File: src/rtl/dmem_arbiter.sv
// dmem_arbiter: shares the data-memory SRAM port between the core and a debug/DMA master.
// Optional perf counters are compiled in when DMEM_ARB_PERF_EN is defined.
module dmem_arbiter #(
    parameter int ADDR_W   = 7,
    parameter int DATA_W   = 32,
    parameter int MAX_WAIT = 4
) (
    input  logic              clk,
    input  logic              rst_n,
    input  logic              cpu_re,
    input  logic              cpu_we,
    input  logic [ADDR_W-1:0] cpu_addr,
    input  logic [DATA_W-1:0] cpu_wdata,
    output logic [DATA_W-1:0] cpu_rdata,
    output logic              cpu_stall,
    input  logic              dbg_req,
    input  logic              dbg_we,
    input  logic [ADDR_W-1:0] dbg_addr,
    input  logic [DATA_W-1:0] dbg_wdata,
    output logic [DATA_W-1:0] dbg_rdata,
    output logic              dbg_ack,
    input  logic [DATA_W-1:0] ReadDataMem,
`ifdef DMEM_ARB_PERF_EN
    input  logic              perf_clr,
    output logic [15:0]       perf_stall_cnt,
    output logic [15:0]       perf_dbg_cnt,
`endif
    output logic              CEN,
    output logic              WEN,
    output logic              OEN,
    output logic [ADDR_W-1:0] A,
    output logic [DATA_W-1:0] Data2Mem
);

    // A zero-width counter is illegal, so strict priority keeps one bit.
    localparam int CW = (MAX_WAIT > 0) ? $clog2(MAX_WAIT + 1) : 1;
    localparam logic [CW-1:0] WAIT_MAX = CW'(MAX_WAIT);

    typedef enum logic [1:0] {
        IDLE,
        WAIT,
        ACK
    } state_e;

    state_e            state_q, state_d;
    logic [CW-1:0]     starve_q, starve_d;
    logic [DATA_W-1:0] dbg_rdata_q, dbg_rdata_d;
    logic              cpu_req;
    logic              gnt_dbg;
    logic              gnt_cpu;

    assign cpu_req = cpu_re | cpu_we;
    assign gnt_dbg = rst_n & dbg_req & (state_q != ACK)
                   & (~cpu_req | (starve_q >= WAIT_MAX));
    assign gnt_cpu = rst_n & cpu_req & ~gnt_dbg;

    assign cpu_rdata = ReadDataMem;
    assign cpu_stall = cpu_req & gnt_dbg;
    assign dbg_rdata = dbg_rdata_q;
    assign dbg_ack   = (state_q == ACK);

    always_comb begin
        state_d     = state_q;
        starve_d    = starve_q;
        dbg_rdata_d = dbg_rdata_q;
        unique case (state_q)
            IDLE: begin
                if (gnt_dbg)      state_d = ACK;
                else if (dbg_req) state_d = WAIT;
            end
            WAIT: begin
                if (gnt_dbg)       state_d = ACK;
                else if (!dbg_req) state_d = IDLE;
            end
            ACK:     state_d = IDLE;
            default: state_d = IDLE;
        endcase
        if (gnt_dbg || !dbg_req) begin
            starve_d = '0;
        end else if (state_q != ACK && starve_q < WAIT_MAX) begin
            starve_d = starve_q + 1'b1;
        end
        if (gnt_dbg && !dbg_we) begin
            dbg_rdata_d = ReadDataMem;
        end
    end

    // A store wins when the core raises both strobes.
    always_comb begin
        CEN      = 1'b1;
        WEN      = 1'b1;
        OEN      = 1'b1;
        A        = '0;
        Data2Mem = '0;
        unique case (1'b1)
            gnt_dbg: begin
                CEN      = 1'b0;
                WEN      = ~dbg_we;
                OEN      = dbg_we;
                A        = dbg_addr;
                Data2Mem = dbg_wdata;
            end
            gnt_cpu: begin
                CEN      = 1'b0;
                WEN      = ~cpu_we;
                OEN      = cpu_we;
                A        = cpu_addr;
                Data2Mem = cpu_wdata;
            end
            default: ;
        endcase
    end

    always_ff @(posedge clk) begin
        if (!rst_n) begin
            state_q     <= IDLE;
            starve_q    <= '0;
            dbg_rdata_q <= '0;
        end else begin
            state_q     <= state_d;
            starve_q    <= starve_d;
            dbg_rdata_q <= dbg_rdata_d;
        end
    end

`ifdef DMEM_ARB_PERF_EN
    logic [15:0] pstall_q, pstall_d;
    logic [15:0] pdbg_q, pdbg_d;

    always_comb begin
        pstall_d = pstall_q;
        pdbg_d   = pdbg_q;
        if (cpu_stall && pstall_q != 16'hFFFF) pstall_d = pstall_q + 16'd1;
        if (gnt_dbg && pdbg_q != 16'hFFFF)     pdbg_d   = pdbg_q + 16'd1;
    end

    always_ff @(posedge clk) begin
        if (!rst_n || perf_clr) begin
            pstall_q <= '0;
            pdbg_q   <= '0;
        end else begin
            pstall_q <= pstall_d;
            pdbg_q   <= pdbg_d;
        end
    end

    assign perf_stall_cnt = pstall_q;
    assign perf_dbg_cnt   = pdbg_q;
`endif

endmodule
File: config.mk
export PLATFORM = sky130hd
export DESIGN_NAME = dmem_arbiter
export DESIGN_NICKNAME = d
export VERILOG_FILES = /design/src/rtl/dmem_arbiter.sv
export SDC_FILE = /design/constraint.sdc
export NUM_CORES = 1
export LEC_CHECK = 0
export ABC_AREA = 1
export CAP_MARGIN = 20
export CELL_PAD_IN_SITES_DETAIL_PLACEMENT = 1
export CELL_PAD_IN_SITES_GLOBAL_PLACEMENT = 2
export CORE_MARGIN = 2
export CORE_UTILIZATION = 13
export CTS_BUF_LIST = sky130_fd_sc_hd__clkbuf_8 sky130_fd_sc_hd__clkbuf_16
export CTS_CLUSTER_DIAMETER = 60
export DETAILED_ROUTE_END_ITERATION = 10
export MAX_ROUTING_LAYER = met4
export PLACE_DENSITY_LB_ADDON = 0.08
export SYNTH_ARGS = -nofsm -noshare
export SYNTH_HDL_FRONTEND = slang
export SYNTH_SLANG_ARGS = --single-unit
export TNS_END_PERCENT = 50
File: constraint.sdc
create_clock -name clk -period 2.3 [get_ports clk]
set_input_delay 0.69 -clock clk [delete_from_list [all_inputs] [get_ports clk]]
set_output_delay 0.69 -clock clk [all_outputs]
set_load 0.02 [all_outputs]
## After elaboration in Yosys (flattened, before gate mapping)

Cells that the tools add are included.

- Flip-flop bits (word level): 37
- Output and inout bits: 108
- Word-level logic and storage cells: 43

- Bitwise operators: 13
- Magnitude comparators: 2
- Add/subtract/negate cells: 1
- Reduce and logical (&&, ||, !) cells: 9
- Multiplexer cells: 10
- Eq/ne operators: 5

Operator list:

| cell | number |
|---|---|
| $pmux 32 s2 | 1 |
| $pmux 7 s2 | 1 |
| $mux 2 | 4 |
| $and 1x1->1 | 6 |
| $ne 3x3->1 const B | 2 |
| $not 1->1 | 5 |
| $pmux 1 s2 | 2 |
| $pmux 2 s2 | 1 |
| $reduce_or 2->1 | 2 |
| $add 3x1->3 const B | 1 |
| $ge 3x3->1 const B | 1 |
| $lt 3x3->1 const B | 1 |
| $eq 2x1->1 const B | 1 |
| $eq 2x2->1 const B | 1 |
| $logic_and 1x1->1 | 2 |
| $logic_not 1->1 | 2 |
| $logic_not 2->1 | 1 |
| $ne 2x2->1 const B | 1 |
| $or 1x1->1 | 2 |
| $reduce_and 2->1 | 1 |
| $logic_or 1x1->1 | 1 |
| $mux 1 | 1 |

## Depth between registers and ports, before layout

- Depth after elaboration: 8
- Gate-level depth with buffers: 8
- Gate-level depth less buffers: 7

## Worst setup path before layout

No wires, ideal clock.

- Path type: in2out
- From: input rst_n
- To: output cpu_stall
- Path buffers: 2
- Stages on the path: 6
- Path slack: -102 ps
- Arrival: 1,712 ps
- Path through: buf_2 > nand2_1 > a21oi_4 > nand2_2 > buf_2 > nor2_1

- Word-level cells in the longest chain between the ends: 4

Ends and longest elaborated chain:

| what | RTL line | source |
|---|---|---|
| start, declared | 9 | `input logic rst_n,` |
| $and 1x1->1 (2 in series) | 53 | `assign gnt_dbg = rst_n & dbg_req & (state_q != ACK)` |
| $and 1x1->1 | 54 | `& (~cpu_req \| (starve_q >= WAIT_MAX));` |
| $and 1x1->1 | 58 | `assign cpu_stall = cpu_req & gnt_dbg;` |
| end, declared | 15 | `output logic cpu_stall,` |

Every way passes these cells.

## Final worst setup path

- From: input cpu_re
- To: output Data2Mem[24]

- Word-level cells in the longest chain between the ends: 7
- Elaborated cells on any way between the ends: 8
- Those cells by class: mux: 1; bitwise: 7

Ends and longest elaborated chain:

| what | RTL line | source |
|---|---|---|
| start, declared | 10 | `input logic cpu_re,` |
| $or 1x1->1 (*) | 52 | `assign cpu_req = cpu_re \| cpu_we;` |
| $not 1->1 | 54 |  |
| $or 1x1->1 | 54 |  |
| $and 1x1->1 | 54 |  |
| $not 1->1 | 55 | `assign gnt_cpu = rst_n & cpu_req & ~gnt_dbg;` |
| $and 1x1->1 | 55 |  |
| $pmux 32 s2 (*) | 95 | `unique case (1'b1)` |
| end, declared | 32 | `output logic [DATA_W-1:0] Data2Mem` |

Every way passes the cells marked *; elsewhere a longest branch is shown, timed or not.

==> flow_summary_export.csv <==
group,metric,value,unit
outcome,status,"finished, violations left",
outcome,violations,"negative setup slack",
floorplan,die_area,22000,µm²
timing,hold_violations,0,
global_route,grt_max_degree,33,
routing,wire_per_inst,15.0,µm
routing,ant_nets,0,
timing,drv_slew,0,
clocking,cts_tree,"built",
cells_and_area,n_fill_cell,2431,
critical_path,cp_max_fo,6,
cells_and_area,n_antenna_cell,0,
cells_and_area,fin_nets,831,
floorplan,dieHeight,148,µm
timing,min_period,2.34,ns
timing,relSlewSlack,72.6,%
cells_and_area,multi_input_area,1670,µm²
cells_and_area,drive_gt1_share,33.3,%
clocking,clock-sinks,37,
critical_path,ff2ff_path_depth,7,
routing,dr.pass1.iters,4,
clocking,holdBufCountCts,0,
clocking,clockRootBuffer,"clkbuf_16",
routing,vias,3697,
global_route,grt_pass1_wl,22400,µm
critical_path,crit_arrival,1.65,ns
placed_design,pre_cts_ws,-1.05,ns
critical_path,reg2reg_slack,0.88,ns
critical_path,start_kind,"input pin",
critical_path,end_kind,"output port",
timing,fin_crit_sh,102,%
yosys,syn-cell-area,2710,µm²
clocking,cts_max_path_buffers,2,
pwr,total_power,2.31,mW
critical_path,cp.required,1.61,ns
placed_design,numPlacedInstances,959,
yosys,yosysWarnings,0,
critical_path,crit-reg2reg-capture,"dbg_rdata[9]$_SDFFE_PN0P_",
timing,maxClockFrequency,428,MHz
placed_design,place_congestion,0.776,
cells_and_area,final_cells,984,
clocking,numCtsBuffers,5,
critical_path,worstSetupEndpoint,"Data2Mem[24]",
global_route,grt_pass1_vias,3956,
global_route,grtUsageTotal,13.5,%
clocking,clk_latency,0.29,ns
cells_and_area,register_area,741,µm²
clocking,htreeDepth,2,
routing,drtIter0Drc,54,
critical_path,crit_type,"in -> out",
floorplan,fp-row-count,52,
timing,rsz0062_at_grt,"true",
critical_path,r2r_start,"state_q[0]$_SDFFE_PN0P_",
pwr,p_leak,3.00,nW
placed_design,port_buffers,223,
timing,layout_setup_ws,-0.0385,ns
yosys,synthCells,475,
yosys,synth_cell_types,21,
routing,routed_via_density,3.76,
pwr,power_density,365,nW/µm²
critical_path,setup.worst_path.start,"cpu_re",
yosys,synth.avg_cell_area,5.71,µm²
routing,drt_wl_total,14700,µm
global_route,grt_remaining_overflow,0,
yosys,synth_nets,592,
floorplan,die-width,148,µm
global_route,antenna_found_initial,0,
timing,setup_viol,32,
placed_design,hpwl,10300,µm
yosys,synth_seq_cells,37,
floorplan,io_pins,224,
timing,setup_tns,-0.814,ns
cells_and_area,syn_to_final_growth,133,%
floorplan,start_util,13.3,%
run,max_cap_viol_count,0,
floorplan,fp.coreArea,20400,µm²
routing,drc,0,
cells_and_area,final_util,31.0,%
yosys,seq_area_frac_synth,27.3,%
timing,finClkSkew,0.00643,ns
min_path,hp-class,"reg -> reg",
clocking,path_clk_slew,0.06,ns
timing,tightestPinTransition,0.411,ns
pwr,ir_drop,234,µV
==> layout make-up <==
class / instances / area share, %
multi-input cells: 274 / 26.4
clock buffers: 6 / 2.20
flip-flops and latches: 37 / 11.7
repair buffers: 292 / 47.8
clock inverters: 1 / 0.119
inverters: 104 / 6.41
well taps: 270 / 5.35
==> synthesized netlist by cell type, drive strengths merged <==
library cell  count  area, µm²
nand3b            1       7.51
inv             104        390
ha                1       12.5
nor2             38        143
nand2           151        569
clkbuf            7       26.3
buf              53        348
dfxtp            37        741
nor3              1       5.00
or2               1       6.26
o21ai             2       13.8
nand4            32        200
nand3            43        220
a21oi             4       31.3
==> state kept, by name (all words and copies together) (netlist names) <==
signal / flops
starve_q: 3
dbg_rdata: 32
state_q: 2
==> cell usage in the layout, fill, tap and decap left out, types with 32 or more instances in the layout <==
cell / n
buf_4: 49
buf_6: 47
clkdlybuf4s50_1: 143
dfxtp_1: 37
dlygate4sd2_1: 33
inv_1: 101
nand2_1: 85
nand2_2: 58
nand3_2: 35
nand4_1: 32
nor2_1: 35
==> through the flow <==
stage,hold slack [ns],cell area [µm²]
2_1_floorplan,0.443,2830
3_3_place_gp,0.454,5450
3_5_place_dp,0.482,5450
4_1_cts,0.491,6350
5_1_grt,0.509,6320
6_report,0.487,6320
==> layer usage <==
metal	track usage (%)	up-vias	part of all wire, %
met4	2.90	0	1.2
li1	-	1865	-
met1	14.8	1708	40
met2	25.0	114	53
met5	-	-	0
met3	3.25	10	6.2
==> worst min path at each step <==
stage / start / end / slack [ns] / cells after the start
after floorplan: starve_q[1]$_SDFFE_PP0P_ / starve_q[1]$_SDFFE_PP0P_ / 0.44 / 2
after global placement: starve_q[1]$_SDFFE_PP0P_ / starve_q[1]$_SDFFE_PP0P_ / 0.45 / 2
after detailed placement: starve_q[0]$_SDFFE_PP0P_ / starve_q[0]$_SDFFE_PP0P_ / 0.48 / 2
after CTS: starve_q[0]$_SDFFE_PP0P_ / starve_q[0]$_SDFFE_PP0P_ / 0.49 / 2
after global routing: starve_q[1]$_SDFFE_PP0P_ / starve_q[1]$_SDFFE_PP0P_ / 0.51 / 2
final: starve_q[1]$_SDFFE_PP0P_ / starve_q[1]$_SDFFE_PP0P_ / 0.49 / 2
==> report_power, final <==
group / internal [mW] / switching (mW) / leakage, nW
combinational: 0.497 / 0.425 / 2.63
clock: 0.426 / 0.293 / 0.0690
sequential: 0.657 / 0.00863 / 0.300
==> logic make-up after synthesis <==
group	after synthesis	synth area share (%)
AO/OA/AOI/OAI	6	1.66
buffers and inverters	164	28.2
flip-flops	37	27.3
AND/OR/NAND/NOR	267	42.4
adder cells (fa/ha/maj)	1	0.461
==> critical path: stages <==
cell,delay (ns)
buf_8,0.10
o21ai_4,0.18
nand2_4,0.12
buf_6,0.15
clkbuf_16,0.16
nand3_2,0.06
nand2_2,0.05
buf_6,0.13
==> repair_timing <==
action / in CTS / in global routing
gates resized for setup: 394 / 35
endpoints found under the hold margin: 0 / 0
gates cloned: 10 / 1
pin swaps: 35 / 25
buffers inserted: 16 / 4
endpoints found under the setup margin: 76 / 43
No activity file was read; power rests on OpenSTA's default activity.
